File: config.mk
export PLATFORM = sky130hd
export DESIGN_NAME = dmem_arbiter
export DESIGN_NICKNAME = d
export VERILOG_FILES = /design/src/rtl/dmem_arbiter.sv
export SDC_FILE = /design/constraint.sdc
export NUM_CORES = 1
export LEC_CHECK = 0
export CAP_MARGIN = 20
export CORE_MARGIN = 1.5
export CORE_UTILIZATION = 44
export CTS_BUF_LIST = sky130_fd_sc_hd__clkbuf_16
export CTS_CLUSTER_DIAMETER = 60
export DETAILED_ROUTE_END_ITERATION = 12
export PLACE_DENSITY_LB_ADDON = 0.15
export SLEW_MARGIN = 25
export SYNTH_ARGS = -nofsm -noshare
export SYNTH_HDL_FRONTEND = slang
export SYNTH_SLANG_ARGS = --single-unit
File: constraint.sdc
create_clock -name clk -period 4.4 [get_ports clk]
set_clock_uncertainty 0.15 [all_clocks]
set_input_delay 1.1 -clock clk [delete_from_list [all_inputs] [get_ports clk]]
set_output_delay 1.1 -clock clk [all_outputs]
set_load 0.02 [all_outputs]
File: src/rtl/dmem_arbiter.sv
// Two-port arbiter in front of a single-port word memory (combinational read, synchronous write).
// Each access goes through ACCESS, and sub-word stores take an extra MERGE cycle for read-modify-write.
module dmem_arbiter #(
    parameter int unsigned ADDR_WORDS = 1024,
    parameter bit          RR_ENABLE  = 1'b1
) (
    input  logic        clk,
    input  logic        rst,
    input  logic [1:0]  req_valid,
    output logic [1:0]  req_ready,
    input  logic [1:0]  req_write,
    input  logic [31:0] req_addr0,
    input  logic [31:0] req_addr1,
    input  logic [31:0] req_wdata0,
    input  logic [31:0] req_wdata1,
    input  logic [3:0]  req_wstrb0,
    input  logic [3:0]  req_wstrb1,
    output logic [1:0]  resp_valid,
    output logic [31:0] resp_rdata,
    output logic        resp_err,
    output logic [31:0] mem_address,
    output logic        mem_read,
    output logic        mem_write,
    output logic [31:0] mem_write_data,
    input  logic [31:0] mem_read_data
);

    typedef enum logic [1:0] {IDLE, ACCESS, MERGE, RESP} state_t;

    state_t      state, state_nxt;
    logic        last_grant, grant, sel, handshake;
    logic        err;
    logic        lat_write;
    logic [31:0] lat_addr, lat_wdata;
    logic [3:0]  lat_wstrb;
    logic [31:0] rdata_q, merge_q;
    logic        out_of_range, full_store, null_store;
    logic        unused_addr_bits;

    function automatic logic [31:0] merge_word(input logic [31:0] wdata,
                                               input logic [31:0] old,
                                               input logic [3:0]  wstrb);
        logic [31:0] w;
        w = old;
        for (int i = 0; i < 4; i++) begin
            if (wstrb[i]) w[8*i +: 8] = wdata[8*i +: 8];
        end
        return w;
    endfunction

    // Byte offset is ignored: accesses are always whole-word aligned.
    assign unused_addr_bits = ^lat_addr[1:0];
    assign out_of_range     = {2'b00, lat_addr[31:2]} >= ADDR_WORDS;
    assign full_store       = lat_wstrb == 4'b1111;
    assign null_store       = lat_wstrb == 4'b0000;

    always_comb begin
        sel = 1'b0;
        case (req_valid)
            2'b10:   sel = 1'b1;
            2'b11:   sel = RR_ENABLE ? ~last_grant : 1'b0;
            default: sel = 1'b0;
        endcase
    end

    assign handshake = (state == IDLE) && !rst && req_valid[sel];

    // Outputs are suppressed while rst is high so an interrupted MERGE never writes.
    always_comb begin
        state_nxt      = state;
        req_ready      = 2'b00;
        resp_valid     = 2'b00;
        resp_rdata     = 32'h0;
        resp_err       = 1'b0;
        mem_address    = 32'h0;
        mem_read       = 1'b0;
        mem_write      = 1'b0;
        mem_write_data = 32'h0;
        if (!rst) begin
            case (state)
                IDLE: begin
                    req_ready[sel] = req_valid[sel];
                    if (handshake) state_nxt = ACCESS;
                end
                ACCESS: begin
                    mem_address = {lat_addr[31:2], 2'b00};
                    state_nxt   = RESP;
                    if (!out_of_range) begin
                        if (!lat_write) begin
                            mem_read = 1'b1;
                        end else if (full_store) begin
                            mem_write      = 1'b1;
                            mem_write_data = lat_wdata;
                        end else if (!null_store) begin
                            mem_read  = 1'b1;
                            state_nxt = MERGE;
                        end
                    end
                end
                MERGE: begin
                    mem_address    = {lat_addr[31:2], 2'b00};
                    mem_write      = 1'b1;
                    mem_write_data = merge_q;
                    state_nxt      = RESP;
                end
                RESP: begin
                    resp_valid[grant] = 1'b1;
                    resp_err          = err;
                    resp_rdata        = rdata_q;
                    state_nxt         = IDLE;
                end
                default: state_nxt = IDLE;
            endcase
        end
    end

    always_ff @(posedge clk) begin
        if (rst) begin
            state      <= IDLE;
            last_grant <= 1'b1;
            grant      <= 1'b0;
            err        <= 1'b0;
        end else begin
            state <= state_nxt;
            if (handshake) begin
                last_grant <= sel;
                grant      <= sel;
            end
            if (state == ACCESS) err <= out_of_range;
        end
    end

    // Request capture and access results; data path carries no reset.
    always_ff @(posedge clk) begin
        if (handshake) begin
            lat_write <= req_write[sel];
            lat_addr  <= sel ? req_addr1  : req_addr0;
            lat_wdata <= sel ? req_wdata1 : req_wdata0;
            lat_wstrb <= sel ? req_wstrb1 : req_wstrb0;
        end
        if (state == ACCESS) begin
            rdata_q <= (!out_of_range && !lat_write) ? mem_read_data : 32'h0;
            merge_q <= merge_word(lat_wdata, mem_read_data, lat_wstrb);
        end
    end

endmodule
# After elaboration in Yosys (flattened, before gate mapping)
# Index checks and enable logic that the tools add are counted.
# totals
regBits	138
latch_bits	0
ramBits	0
mem_bits_ro	0
output_inout_bits	103
n_memories	0
# op_classes
addsub	0
multipliers	0
div	0
order_cmp	5
n_eq_ne	7
n_shift	0
n_mux	48
bitwise	2
n_reduce_logical	11
# ops
op	n
2-to-1 mux 32 bit	10
case mux 32 bit (2 select lines)	1
2-to-1 mux 8 bit	4
>= comparator 30 x 11 -> 1 bit, second input constant	1
2-to-1 mux 1 bit	22
2-to-1 mux 2 bit	5
== test 2 bit, second input constant	4
case mux 2 bit (4 select lines)	1
logical AND 1 bit	5
== test 4 bit, second input constant	1
logical NOT 4 bit	1
< comparator 1 x 2 -> 1 bit, second input constant	2
2-to-1 mux 4 bit	1
case mux 1 bit (2 select lines)	2
logical NOT 1 bit	3
bitwise AND 2 bit	1
demux 1 bit (select 1 bit)	2
== test 2 x 1 -> 1 bit, second input constant	1
>= comparator 1 bit, second input constant	2
logical NOT 2 bit	1
inequality test 2 bit, second input constant	1
OR reduction 2 bit	1
NOT 1 bit	1

# Logic depth before layout (Yosys ltp)
# Gate-level depths: netlist of the first run.
# logic_depth
ltp_word	9
ltp_mapped	7
depth_no_buf	6

# Worst setup path after synthesis of the first run
# Ideal clock, no wire load.
# synth_path
path_kind	register to output
startpoint	reg state[1]
endpoint	out mem_read
arrival_ns	3.295
t_required_ns	3.150
setup_slack_ns	-0.145
path_stages_with_launch	5
n_path_buf	0
cell_sequence	dfxtp_1 -> inv_1 -> ha_1 -> inv_1 -> a2111oi_0
# synth_between
elab_chain_cells	3
# synth_lines
item	line_no	source
start, declared	30	state_t state, state_nxt;
start signal, assigned	124	state <= state_nxt;
== test 2 x 1 -> 1 bit	80	case (state)
2-to-1 mux 1 bit	80	
2-to-1 mux 1 bit	79	if (!rst) begin
end, declared	22	output logic mem_read,
# Every way passes these cells.

# Worst setup path in the final report of the first run
# layout_path
startpoint	reg lat_wstrb[1]
endpoint	out mem_write_data[2]
# layout_between
elab_chain_cells	6
# layout_lines
item	line_no	source
start, declared	35	logic [3:0] lat_wstrb;
start signal, assigned	139	lat_wstrb <= sel ? req_wstrb1 : req_wstrb0;
== test 4 bit	54	assign full_store = lat_wstrb == 4'b1111;
2-to-1 mux 32 bit	91	end else if (full_store) begin
2-to-1 mux 32 bit	89	if (!lat_write) begin
2-to-1 mux 32 bit	88	if (!out_of_range) begin
case mux 32 bit (2 select lines)	80	
2-to-1 mux 32 bit	79	
end, declared	24	output logic [31:0] mem_write_data,
# Every way passes these cells.

==> results of run 1 <==
==> power breakdown <==
part           switching (mW)  internal (mW)
logic                   0.759          0.630
clock network           0.530          0.996
registers               0.128           1.87
==> worst reg2reg max path, delay by kind of cell (launching register included) <==
| kind | cells | cell delay, ns |
|---|---|---|
| DFF | 1 | 0.41 |
| buffers and inverters | 1 | 0.26 |
| and+or+nand+nor | 4 | 1.45 |
==> sequential cells by signal, summed over array words and instances, names as in the netlist <==
name and cells:
lat_wdata 32, merge_q 32, rdata_q 32, lat_addr 30, lat_wstrb 4, state 2
err 1, grant 1, last_grant 1, lat_write 1
==> logic make-up (layout without fill, tap and decap cells) <==
kind of cell / after synthesis / count (layout)
compound gates: 44 / 44
fa+ha+maj: 5 / 5
buf+inv: 46 / 320
flops: 136 / 136
mux: 101 / 101
other cells: 1 / 2
simple gates: 188 / 188
==> worst max path at each step <==
stage                                      start            endpoint  slack (ns)
after floorplan            state[1]$_SDFFE_PP0P_            mem_read        0.56
after global placement                       rst  mem_write_data[23]        0.08
after detailed placement                     rst  mem_write_data[23]        0.05
after CTS                                    rst   mem_write_data[2]        0.04
after global routing      lat_addr[29]$_DFFE_PP_            mem_read        0.06
final                     lat_wstrb[1]$_DFFE_PP_   mem_write_data[2]        0.18
==> routing by layer <==
metal / up-vias / track usage / share of wire
li1: 2430 / - / -
met1: 2474 / 0.270 / 0.39
met2: 272 / 0.392 / 0.51
met3: 23 / 0.0787 / 0.089
met4: 0 / 0.0789 / 0.016
met5: - / 0 / 0
==> cells in the mapped netlist (all sizes together), types with 3 or more instances <==
library cell  number
nor2b              4
and2              96
clkbuf            13
inv                6
buf               27
nand4             33
nor2               7
nor4               5
a21oi             35
mux2              99
dfxtp              5
nand2             40
o21ai              3
edfxtp           131
ha                 5
==> final cells by class <==
| class | instances | area [sq um] |
|---|---|---|
| tap | 188 | 235 |
| fill | 1103 | 4850 |
| clock inverter | 15 | 209 |
| multi-input combinational | 340 | 2540 |
| clock buffer | 17 | 425 |
| sequential | 136 | 4030 |
| timing repair buffer | 282 | 2830 |
| inverter | 6 | 22.5 |
==> cell usage in the layout (no fill, tap or decap), types with 9 or more instances in the layout <==
| cell | count |
|---|---|
| sky130_fd_sc_hd__buf_4 | 9 |
| sky130_fd_sc_hd__nand4_1 | 33 |
| sky130_fd_sc_hd__a21oi_1 | 35 |
| sky130_fd_sc_hd__clkdlybuf4s50_1 | 269 |
| sky130_fd_sc_hd__edfxtp_1 | 131 |
| sky130_fd_sc_hd__clkbuf_16 | 17 |
| sky130_fd_sc_hd__and2_1 | 96 |
| sky130_fd_sc_hd__nand2_1 | 40 |
| sky130_fd_sc_hd__mux2_2 | 99 |
==> through the flow <==
step / power, mW / hold WS (ns) / worst slack [ns]
4_1_cts: 4.95 / 0.330 / 0.0429
3_5_place_dp: 3.41 / 0.324 / 0.0487
5_1_grt: 5.11 / 0.351 / 0.0590
3_3_place_gp: 3.36 / 0.307 / 0.0803
6_report: 4.91 / 0.325 / 0.184
2_1_floorplan: 2.77 / 0.295 / 0.555
==> repair_timing <==
action                     CTS  global route
hold buffers                 0             0
setup endpoints to repair    0             8
resized for setup            0             1
==> impl_metrics.prom, run 1 <==
# TYPE chip_impl_metric gauge
chip_impl_metric{name="floorplan.initialDensity",unit=""} 0.448
chip_impl_metric{name="postSynthRegisterBits",unit=""} 136
chip_impl_metric{name="route.detailed.vias_per_inst",unit=""} 5.28
chip_impl_metric{name="fin_crit",unit="ns"} 4.22
chip_impl_metric{name="drc_errors",unit=""} 0
chip_impl_metric{name="cp_data_required_time",unit="ns"} 3.15
chip_impl_metric{name="maximum_number_of_pins_on_one_net_before_global_route_repair",unit=""} 69
chip_impl_metric{name="placement.io_buffers",unit=""} 270
chip_impl_metric{name="sequential_element_share_of_the_synthesized_area",unit=""} 0.594
chip_impl_metric{name="postLayoutCellArea",unit="sq um"} 10300
chip_impl_metric{name="ff2ff_setup_slack",unit="ns"} 2.00
chip_impl_metric{name="dr.pass1.iters",unit=""} 5
chip_impl_info{name="min-delay-start",value="grant$_SDFFE_PP0P_"} 1
chip_impl_metric{name="fin_nets",unit=""} 962
chip_impl_info{name="startpoint_type_of_the_worst_setup_path",value="flip-flop"} 1
chip_impl_info{name="clock_tree.root_cell",value="sky130_fd_sc_hd__clkbuf_16"} 1
chip_impl_metric{name="vias_in_the_first_global_route",unit=""} 5162
chip_impl_metric{name="clock_sinks",unit=""} 136
chip_impl_metric{name="cts_post_setup_buffers_inserted",unit=""} 0
chip_impl_metric{name="ant_nets",unit=""} 0
chip_impl_metric{name="syn_area_per_cell",unit="sq um"} 13.0
chip_impl_info{name="synthTopCellsByArea",value="sky130_fd_sc_hd__edfxtp_1 58%, sky130_fd_sc_hd__mux2_2 16%, sky130_fd_sc_hd__and2_1 8.8%"} 1
chip_impl_info{name="grt_setup_unrepaired",value="false"} 1
chip_impl_metric{name="post-route-period-util",unit=""} 0.958
chip_impl_metric{name="peak_ir_drop_on_the_vdd_network",unit="mV"} 0.322
chip_impl_info{name="worstPathCellList",value="nand4_1 > nor2_2 > buf_4 > nand4_1 > a21oi_1 > clkdlybuf4s50_1"} 1
chip_impl_metric{name="grt_antenna_before_repair",unit=""} 0
chip_impl_metric{name="max_slew.worst_pin.slew",unit="ns"} 0.884
chip_impl_info{name="dominant_cell_type_by_area_after_synthesis",value="sky130_fd_sc_hd__edfxtp_1"} 1
chip_impl_metric{name="cap_violations",unit=""} 0
chip_impl_info{name="outcome",value="finished, final reports clean"} 1
chip_impl_metric{name="cts_buffers",unit=""} 17
chip_impl_metric{name="routed_wl",unit="mm"} 18.5
chip_impl_metric{name="max-clock-path-buffers",unit=""} 2
chip_impl_metric{name="final_max_slew_viol_count",unit=""} 0
chip_impl_metric{name="clk-insertion-delay-late",unit="ns"} 0.41
chip_impl_metric{name="htree_num_levels",unit=""} 4
chip_impl_metric{name="io_pins",unit=""} 277
chip_impl_info{name="synth_top_flop_cell",value="sky130_fd_sc_hd__edfxtp_1"} 1
chip_impl_metric{name="synthCells",unit=""} 521
chip_impl_metric{name="place_congestion",unit=""} 0.796
chip_impl_metric{name="drive_above_1_share",unit=""} 0.185
chip_impl_metric{name="grt_overflow",unit=""} 0
chip_impl_info{name="launch_point_of_the_worst_reg_to_reg_path",value="lat_addr[12]$_DFFE_PP_"} 1
chip_impl_metric{name="routedWlPerCell",unit="microns"} 18.8
chip_impl_info{name="timing.critical_path.max_delay_family",value="buffers and inverters"} 1
chip_impl_info{name="crit_path_top_delay_cell",value="sky130_fd_sc_hd__edfxtp_1"} 1
chip_impl_metric{name="synth_simple_gate_area_share",unit=""} 0.160
chip_impl_metric{name="groute.usage.overall",unit=""} 0.229
chip_impl_metric{name="critical_path_peak_fanout",unit=""} 33
chip_impl_metric{name="area_growth_syn_to_layout",unit="%"} 51.7
chip_impl_metric{name="floorplan.core_area",unit="sq um"} 15100
chip_impl_info{name="min_to",value="grant$_SDFFE_PP0P_"} 1
chip_impl_info{name="critPathKind",value="reg -> out"} 1
chip_impl_metric{name="setup_viol",unit=""} 0
chip_impl_info{name="crit_path_end_kind",value="output pin"} 1
chip_impl_metric{name="cp.depth",unit=""} 6
chip_impl_metric{name="place_area",unit="sq um"} 9660
chip_impl_metric{name="async_flop_share",unit=""} 0
chip_impl_metric{name="path_clk_slew",unit="ns"} 0.06
chip_impl_info{name="largest_family_of_logic_cells_by_synthesized_area",value="multiplexers"} 1
chip_impl_metric{name="vias",unit=""} 5199
chip_impl_metric{name="detailedRoute.firstIterationViolations",unit=""} 426
chip_impl_metric{name="detailedPlacementHpwl",unit="mm"} 12.6
chip_impl_info{name="clock_tree_from_tritoncts",value="done"} 1
chip_impl_metric{name="max_clock_freq",unit="GHz"} 0.237
chip_impl_metric{name="die-width",unit="microns"} 127
chip_impl_metric{name="die_area",unit="sq um"} 16200
chip_impl_metric{name="die_height",unit="microns"} 127
chip_impl_metric{name="layout.cells.non_filler",unit=""} 984
chip_impl_info{name="hold_path_class",value="reg -> reg"} 1
chip_impl_metric{name="synth-edff-count",unit=""} 131
chip_impl_metric{name="slowest_delay",unit="ns"} 0.68
chip_impl_info{name="path_common_cell",value="sky130_fd_sc_hd__nand4_1"} 1
chip_impl_metric{name="proportion_of_synthesized_area_in_mux_cells",unit=""} 0.167
chip_impl_metric{name="power_density",unit="nW/um^2"} 477
chip_impl_metric{name="place_inst",unit=""} 952
chip_impl_metric{name="ff2ff_path_depth",unit=""} 5
chip_impl_metric{name="antenna_cells",unit=""} 0
chip_impl_metric{name="postLayoutCoreUtil",unit=""} 0.680
chip_impl_info{name="worstReg2RegEnd",value="rdata_q[11]$_SDFFCE_PN0P_"} 1
chip_impl_metric{name="timing.max_slew.rel_slack",unit=""} 0.410
chip_impl_metric{name="yosys.area_share.xor_xnor",unit=""} 0
chip_impl_metric{name="timing_hold_violations_final",unit=""} 0
chip_impl_metric{name="accumulated_negative_setup_slack",unit="ns"} 0
chip_impl_metric{name="grt_pass1_wl",unit="mm"} 27.8
chip_impl_metric{name="post_synth_num_cell_types",unit=""} 30
chip_impl_metric{name="power.static_leakage",unit="nW"} 3.54
chip_impl_metric{name="netlist_area",unit="sq um"} 6790
chip_impl_metric{name="floorplan.rows",unit=""} 45
chip_impl_metric{name="worstHoldPathCells",unit=""} 2
chip_impl_metric{name="synth.top_cell.area_share",unit=""} 0.579
chip_impl_metric{name="critical_path_buf_inv_count",unit=""} 2
chip_impl_metric{name="synth_adder_area_share",unit=""} 0.00921
chip_impl_metric{name="timing.critical_path.arrival",unit="ns"} 2.97
chip_impl_metric{name="yosys_synthesis_warning_count",unit=""} 0
chip_impl_metric{name="synth-compound-area-share",unit=""} 0.0354
(Power assumes the default switching activity.)
==> inputs of run 2 (changes only) <==
--- a/config.mk
+++ b/config.mk
@@ -6,8 +6,10 @@
 export NUM_CORES = 1
 export LEC_CHECK = 0
 export CAP_MARGIN = 20
+export CELL_PAD_IN_SITES_DETAIL_PLACEMENT = 1
+export CELL_PAD_IN_SITES_GLOBAL_PLACEMENT = 2
 export CORE_MARGIN = 1.5
-export CORE_UTILIZATION = 44
+export CORE_UTILIZATION = 27
 export CTS_BUF_LIST = sky130_fd_sc_hd__clkbuf_16
 export CTS_CLUSTER_DIAMETER = 60
 export DETAILED_ROUTE_END_ITERATION = 12
==> constraint.sdc (replaced) <==
create_clock -name clk -period 4.4 [get_ports clk]
set_clock_uncertainty 0.15 [all_clocks]
set_input_delay 1.1 -clock clk [delete_from_list [all_inputs] [get_ports clk]]
set_output_delay 1.1 -clock clk [all_outputs]
set_load 0.01 [all_outputs]
==> impl_metrics.prom, run 2 (same netlist as run 1, synthesis figures left out) <==
# TYPE chip_impl_metric gauge
chip_impl_info{name="outcome",value="finished, final reports clean"} 1
chip_impl_metric{name="antenna_cells",unit=""} 0
chip_impl_metric{name="switching_share",unit=""} 0.282
chip_impl_metric{name="cts_buffers",unit=""} 17
chip_impl_metric{name="final_max_slew_viol_count",unit=""} 0
chip_impl_metric{name="fin_crit",unit="ns"} 4.28
chip_impl_metric{name="number_of_gates_resized_after_cts",unit=""} 0
chip_impl_metric{name="power.static_leakage",unit="nW"} 3.57
chip_impl_metric{name="post-route-period-util",unit=""} 0.973
chip_impl_metric{name="p_int",unit="mW"} 3.51
chip_impl_metric{name="groute.usage.overall",unit=""} 0.168
chip_impl_info{name="startpoint_type_of_the_worst_setup_path",value="primary input"} 1
chip_impl_metric{name="power.sequential.fraction",unit=""} 0.405
chip_impl_info{name="clock_tree.root_cell",value="sky130_fd_sc_hd__clkbuf_16"} 1
chip_impl_metric{name="max_clock_freq",unit="GHz"} 0.234
chip_impl_metric{name="place_congestion",unit=""} 0.768
chip_impl_metric{name="die-width",unit="microns"} 162
chip_impl_metric{name="io_pins",unit=""} 277
chip_impl_metric{name="postLayoutCoreUtil",unit=""} 0.429
chip_impl_metric{name="dr.pass1.iters",unit=""} 5
chip_impl_info{name="top_regs",value="lat_wdata: 32 flops, merge_q: 32 flops, rdata_q: 32 flops"} 1
chip_impl_metric{name="fin_nets",unit=""} 969
chip_impl_metric{name="dp_worst_setup_slack",unit="ns"} 0.0906
chip_impl_metric{name="vias_in_the_first_global_route",unit=""} 5847
chip_impl_metric{name="timing.critical_path.arrival",unit="ns"} 3.03
chip_impl_info{name="clock_tree_from_tritoncts",value="done"} 1
chip_impl_metric{name="die_height",unit="microns"} 162
chip_impl_metric{name="setup_ws",unit="ns"} 0.119
chip_impl_metric{name="max-clock-path-buffers",unit=""} 2
chip_impl_metric{name="vias",unit=""} 5168
chip_impl_metric{name="power_density",unit="nW/um^2"} 464
chip_impl_metric{name="p_clk_frac",unit=""} 0.317
chip_impl_metric{name="accumulated_negative_setup_slack",unit="ns"} 0
chip_impl_metric{name="maximum_number_of_pins_on_one_net_before_global_route_repair",unit=""} 68
chip_impl_metric{name="timing.max_slew.rel_slack",unit=""} 0.381
chip_impl_metric{name="floorplan.initialDensity",unit=""} 0.277
chip_impl_metric{name="ant_nets",unit=""} 0
chip_impl_metric{name="htree_num_levels",unit=""} 4
chip_impl_info{name="most-common-layout-cells",value="270 x sky130_fd_sc_hd__clkdlybuf4s50_1, 131 x sky130_fd_sc_hd__edfxtp_1, 99 x sky130_fd_sc_hd__mux2_2"} 1
chip_impl_metric{name="peak_ir_drop_on_the_vdd_network",unit="mV"} 0.197
chip_impl_metric{name="grt_overflow",unit=""} 0
chip_impl_metric{name="timing_hold_violations_final",unit=""} 0
chip_impl_metric{name="floorplan.rows",unit=""} 57
chip_impl_metric{name="detailedRoute.firstIterationViolations",unit=""} 204
chip_impl_metric{name="share_comb_of_total_power",unit=""} 0.278
chip_impl_metric{name="final.hold.worst_slack",unit="ns"} 0.330
chip_impl_metric{name="total_switching_power",unit="mW"} 1.38
chip_impl_metric{name="drc_errors",unit=""} 0
chip_impl_metric{name="floorplan.core_area",unit="sq um"} 24500
chip_impl_metric{name="placement.io_buffers",unit=""} 270
chip_impl_info{name="critPathKind",value="in -> out"} 1
chip_impl_metric{name="route.detailed.vias_per_inst",unit=""} 4.59
chip_impl_metric{name="detailedPlacementHpwl",unit="mm"} 15.1
chip_impl_metric{name="drive_above_1_share",unit=""} 0.194
chip_impl_metric{name="path_clk_slew",unit="ns"} 0.06
chip_impl_metric{name="clock_sinks",unit=""} 136
chip_impl_metric{name="cp_data_required_time",unit="ns"} 3.15
chip_impl_metric{name="area_growth_syn_to_layout",unit="%"} 55.1
chip_impl_metric{name="cts_post_setup_buffers_inserted",unit=""} 0
chip_impl_metric{name="cap_violations",unit=""} 0
chip_impl_info{name="hold_path_class",value="reg -> reg"} 1
chip_impl_metric{name="routedWlPerCell",unit="microns"} 18.9
chip_impl_info{name="crit_path_end_kind",value="output pin"} 1
chip_impl_metric{name="setup_viol",unit=""} 0
chip_impl_metric{name="clk-insertion-delay-late",unit="ns"} 0.42
chip_impl_metric{name="grt_antenna_before_repair",unit=""} 0
chip_impl_metric{name="max_slew.worst_pin.slew",unit="ns"} 0.928
chip_impl_metric{name="post_cts_hold_buffer_count",unit=""} 0
chip_impl_info{name="grt_setup_unrepaired",value="false"} 1
chip_impl_metric{name="die_area",unit="sq um"} 26100
chip_impl_info{name="leading_cell_type_in_the_layout_fill_and_taps_excluded",value="sky130_fd_sc_hd__clkdlybuf4s50_1"} 1
chip_impl_metric{name="critical_path_peak_fanout",unit=""} 33
chip_impl_metric{name="routed_wl",unit="mm"} 21.3
chip_impl_metric{name="grt_pass1_wl",unit="mm"} 33.0
[run 2: power groups by stage]
stage	Clock [mW]	Sequential [mW]	Combinational [mW]
6_report	1.55	1.98	1.36
5_1_grt	1.63	2.02	1.49
4_1_cts	1.58	1.99	1.40
3_5_place_dp	0	2.01	1.39
3_3_place_gp	0	1.99	1.36
2_1_floorplan	0	1.98	0.706
[run 2: metrics by stage]
stage	area (sq um)	std cells	total power, mW
3_5_place_dp	9900	1095	3.40
3_3_place_gp	9900	1095	3.35
4_1_cts	10500	1125	4.97
6_report	10500	1125	4.88
2_1_floorplan	6790	522	2.68
5_1_grt	10500	1125	5.15
[run 2: critical path, stage by stage]
cell	delay [ns]
sky130_fd_sc_hd__clkdlybuf4s50_1	0.59
sky130_fd_sc_hd__inv_1	0.15
sky130_fd_sc_hd__nand2_1	0.07
sky130_fd_sc_hd__buf_4	0.26
sky130_fd_sc_hd__a21oi_1	0.26
sky130_fd_sc_hd__clkdlybuf4s50_1	0.59
[run 2: metal layers]
layer | share of wire | wire length, microns | GRT usage
met3 | 0.072 | 1520 | 0.0465
met2 | 0.50 | 10600 | 0.294
met5 | 0 | 0 | 0
met1 | 0.41 | 8770 | 0.198
met4 | 0.017 | 356 | 0.0551
[run 2: worst paths after layout]
kind | cells past startpoint | slack [ns] | to | start
min reg2reg | 2 | 0.33 | grant$_SDFFE_PP0P_ | grant$_SDFFE_PP0P_
max reg2reg | 6 | 1.87 | lat_wdata[11]$_DFFE_PP_ | state[0]$_SDFFE_PP0P_
min | 2 | 0.33 | grant$_SDFFE_PP0P_ | grant$_SDFFE_PP0P_
max | 6 | 0.12 | mem_write_data[30] | rst
[run 2: layout make-up]
| cell class | instances | area (sq um) |
|---|---|---|
| fillers | 2571 | 14000 |
| repair buffers | 289 | 2880 |
| multi-input cells | 340 | 2560 |
| well taps | 324 | 405 |
| flip-flops and latches | 136 | 4030 |
| clock buffers | 17 | 425 |
| inverters | 6 | 22.5 |
| clock inverters | 13 | 203 |
==> inputs of run 3 (changes only) <==
--- a/config.mk
+++ b/config.mk
@@ -5,12 +5,13 @@
 export SDC_FILE = /design/constraint.sdc
 export NUM_CORES = 1
 export LEC_CHECK = 0
+export ABC_CLOCK_PERIOD_IN_PS = 3900
 export CAP_MARGIN = 20
 export CELL_PAD_IN_SITES_DETAIL_PLACEMENT = 1
 export CELL_PAD_IN_SITES_GLOBAL_PLACEMENT = 2
 export CORE_MARGIN = 1.5
-export CORE_UTILIZATION = 27
-export CTS_BUF_LIST = sky130_fd_sc_hd__clkbuf_16
+export CORE_UTILIZATION = 25
+export CTS_BUF_LIST = sky130_fd_sc_hd__clkbuf_2
 export CTS_CLUSTER_DIAMETER = 60
 export DETAILED_ROUTE_END_ITERATION = 12
 export PLACE_DENSITY_LB_ADDON = 0.15
==> constraint.sdc (replaced) <==
create_clock -name clk -period 3.9 [get_ports clk]
set_clock_uncertainty 0.15 [all_clocks]
set_input_delay 0.975 -clock clk [delete_from_list [all_inputs] [get_ports clk]]
set_output_delay 0.975 -clock clk [all_outputs]
set_load 0.01 [all_outputs]
==> impl_metrics.prom, run 3 (same netlist as run 1, synthesis figures left out) <==
# TYPE chip_impl_metric gauge
chip_impl_metric{name="die_height",unit="microns"} 168
chip_impl_metric{name="dp_worst_setup_slack",unit="ns"} -0.0472
chip_impl_metric{name="cts_buffers",unit=""} 17
chip_impl_info{name="crit_path_end_kind",value="output pin"} 1
chip_impl_metric{name="grt_antenna_before_repair",unit=""} 1
chip_impl_metric{name="dr.pass1.iters",unit=""} 6
chip_impl_metric{name="power_density",unit="nW/um^2"} 451
chip_impl_metric{name="timing.max_slew.rel_slack",unit=""} 0.364
chip_impl_info{name="hold_path_class",value="reg -> reg"} 1
chip_impl_metric{name="critical_path_peak_fanout",unit=""} 16
chip_impl_metric{name="route.detailed.vias_per_inst",unit=""} 4.48
chip_impl_metric{name="maximum_number_of_pins_on_one_net_before_global_route_repair",unit=""} 68
chip_impl_metric{name="detailedRoute.firstIterationViolations",unit=""} 213
chip_impl_metric{name="grt_pass1_wl",unit="mm"} 33.6
chip_impl_metric{name="final_max_slew_viol_count",unit=""} 0
chip_impl_info{name="clock_tree_from_tritoncts",value="done"} 1
chip_impl_metric{name="post-route-period-util",unit=""} 0.964
chip_impl_metric{name="floorplan.core_area",unit="sq um"} 26800
chip_impl_info{name="most-common-layout-cells",value="230 x sky130_fd_sc_hd__clkdlybuf4s50_1, 131 x sky130_fd_sc_hd__edfxtp_1, 99 x sky130_fd_sc_hd__mux2_2"} 1
chip_impl_metric{name="cap_violations",unit=""} 0
chip_impl_metric{name="drive_above_1_share",unit=""} 0.258
chip_impl_metric{name="ff2ff_setup_slack",unit="ns"} 1.43
chip_impl_metric{name="groute.usage.overall",unit=""} 0.159
chip_impl_info{name="outcome",value="finished, final reports clean"} 1
chip_impl_metric{name="placement.io_buffers",unit=""} 270
chip_impl_metric{name="power.static_leakage",unit="nW"} 3.66
chip_impl_metric{name="layout.cells.non_filler",unit=""} 1156
chip_impl_metric{name="max_clock_freq",unit="GHz"} 0.266
chip_impl_info{name="min-delay-start",value="grant$_SDFFE_PP0P_"} 1
chip_impl_metric{name="post_cts_hold_buffer_count",unit=""} 0
chip_impl_info{name="worstReg2RegEnd",value="rdata_q[9]$_SDFFCE_PN0P_"} 1
chip_impl_metric{name="path_clk_slew",unit="ns"} 0.22
chip_impl_metric{name="routed_wl",unit="mm"} 22.5
chip_impl_metric{name="setup_viol",unit=""} 0
chip_impl_metric{name="vias_in_the_first_global_route",unit=""} 5712
chip_impl_info{name="launch_point_of_the_worst_reg_to_reg_path",value="lat_addr[13]$_DFFE_PP_"} 1
chip_impl_metric{name="routedWlPerCell",unit="microns"} 19.4
chip_impl_metric{name="postLayoutCellArea",unit="sq um"} 10300
chip_impl_metric{name="max_slew.worst_pin.slew",unit="ns"} 0.954
chip_impl_metric{name="place_congestion",unit=""} 0.726
chip_impl_metric{name="area_growth_syn_to_layout",unit="%"} 52.1
chip_impl_metric{name="place_inst",unit=""} 1118
chip_impl_metric{name="floorplan.initialDensity",unit=""} 0.253
chip_impl_metric{name="die_area",unit="sq um"} 28200
chip_impl_metric{name="ff2ff_path_depth",unit=""} 6
chip_impl_metric{name="timing.critical_path.arrival",unit="ns"} 2.63
chip_impl_metric{name="place_area",unit="sq um"} 9990
chip_impl_metric{name="clk-insertion-delay-late",unit="ns"} 0.70
chip_impl_info{name="clock_tree.root_cell",value="sky130_fd_sc_hd__clkbuf_2"} 1
chip_impl_info{name="startpoint_type_of_the_worst_setup_path",value="primary input"} 1
chip_impl_metric{name="fin_crit",unit="ns"} 3.76
chip_impl_metric{name="final.hold.worst_slack",unit="ns"} 0.339
chip_impl_metric{name="setup_ws",unit="ns"} 0.142
chip_impl_info{name="min_to",value="grant$_SDFFE_PP0P_"} 1
chip_impl_metric{name="report.power.total",unit="mW"} 4.66
chip_impl_metric{name="max-clock-path-buffers",unit=""} 2
chip_impl_info{name="leading_cell_type_in_the_layout_fill_and_taps_excluded",value="sky130_fd_sc_hd__clkdlybuf4s50_1"} 1
chip_impl_metric{name="vias",unit=""} 5174
chip_impl_metric{name="grt_overflow",unit=""} 0
chip_impl_metric{name="timing_hold_violations_final",unit=""} 0
chip_impl_info{name="grt_setup_unrepaired",value="true"} 1
chip_impl_metric{name="io_pins",unit=""} 277
chip_impl_metric{name="peak_ir_drop_on_the_vdd_network",unit="mV"} 0.168
chip_impl_metric{name="worstHoldPathCells",unit=""} 2
chip_impl_metric{name="ant_nets",unit=""} 0
chip_impl_metric{name="drc_errors",unit=""} 0
chip_impl_info{name="critPathKind",value="in -> out"} 1
chip_impl_metric{name="detailedPlacementHpwl",unit="mm"} 15.9
chip_impl_metric{name="htree_num_levels",unit=""} 4
chip_impl_metric{name="die-width",unit="microns"} 168
chip_impl_info{name="top_regs",value="lat_wdata: 32 flops, merge_q: 32 flops, rdata_q: 32 flops"} 1
chip_impl_metric{name="cp_data_required_time",unit="ns"} 2.77
chip_impl_metric{name="floorplan.rows",unit=""} 60
chip_impl_metric{name="fin_nets",unit=""} 980
chip_impl_metric{name="clock_sinks",unit=""} 136
## run 3: layer usage
layer | GRT usage | routed length [microns] | up-vias | share of wire
li1 | - | - | 2467 | -
met3 | 0.0465 | 1360 | 14 | 0.060
met5 | 0 | 0 | - | 0
met2 | 0.283 | 11500 | 177 | 0.51
met1 | 0.185 | 9290 | 2516 | 0.41
met4 | 0.0447 | 295 | 0 | 0.013
## run 3: power breakdown
group | leakage [nW] | total (mW) | switching (mW) | internal [mW]
clock | 0.123 | 0.824 | 0.589 | 0.235
combinational | 2.26 | 1.59 | 0.833 | 0.756
sequential | 1.28 | 2.25 | 0.140 | 2.11
## run 3: area by class of cell
| type | instances | area (sq um) |
|---|---|---|
| antenna | 1 | 2.50 |
| timing repair buffer | 300 | 2960 |
| clock inverter | 14 | 126 |
| sequential | 136 | 4040 |
| tap | 341 | 427 |
| clock buffer | 18 | 90.1 |
| inverter | 6 | 23.8 |
| multi-input combinational | 340 | 2660 |
| fill | 2852 | 16500 |
## run 3: how the worst max path moves through the flow
stage / from / endpoint / slack (ns)
after floorplan: state[1]$_SDFFE_PP0P_ / mem_write_data[2] / 0.47
after global placement: rst / mem_address[19] / -0.03
after detailed placement: rst / mem_address[18] / -0.05
after CTS: lat_addr[15]$_DFFE_PP_ / mem_write_data[14] / -0.03
after global routing: lat_addr[13]$_DFFE_PP_ / mem_write_data[21] / -0.03
final: rst / resp_rdata[4] / 0.14
## run 3: worst max-delay path, stage by stage
cell and delay (ns):
sky130_fd_sc_hd__dlygate4sd2_1 0.30, sky130_fd_sc_hd__buf_4 0.17, sky130_fd_sc_hd__nor2b_4 0.19, sky130_fd_sc_hd__bufbuf_16 0.33
sky130_fd_sc_hd__and2_1 0.13, sky130_fd_sc_hd__clkdlybuf4s50_1 0.53
## run 3: repair_timing
action                                  CTS  global route
endpoints found under the hold margin     0             0
pin swaps                                11             6
buffers inserted                          3             0
endpoints found under the setup margin   82            52
gates resized for setup                 117            22
cloned                                    1             1
## run 3: metrics by stage
stage,TNS [ns],utilization
6_report,0,0.385
5_1_grt,-0.0418,0.385
4_1_cts,-0.0301,0.384
3_5_place_dp,-0.792,0.373
3_3_place_gp,-0.404,0.373
2_1_floorplan,0,-
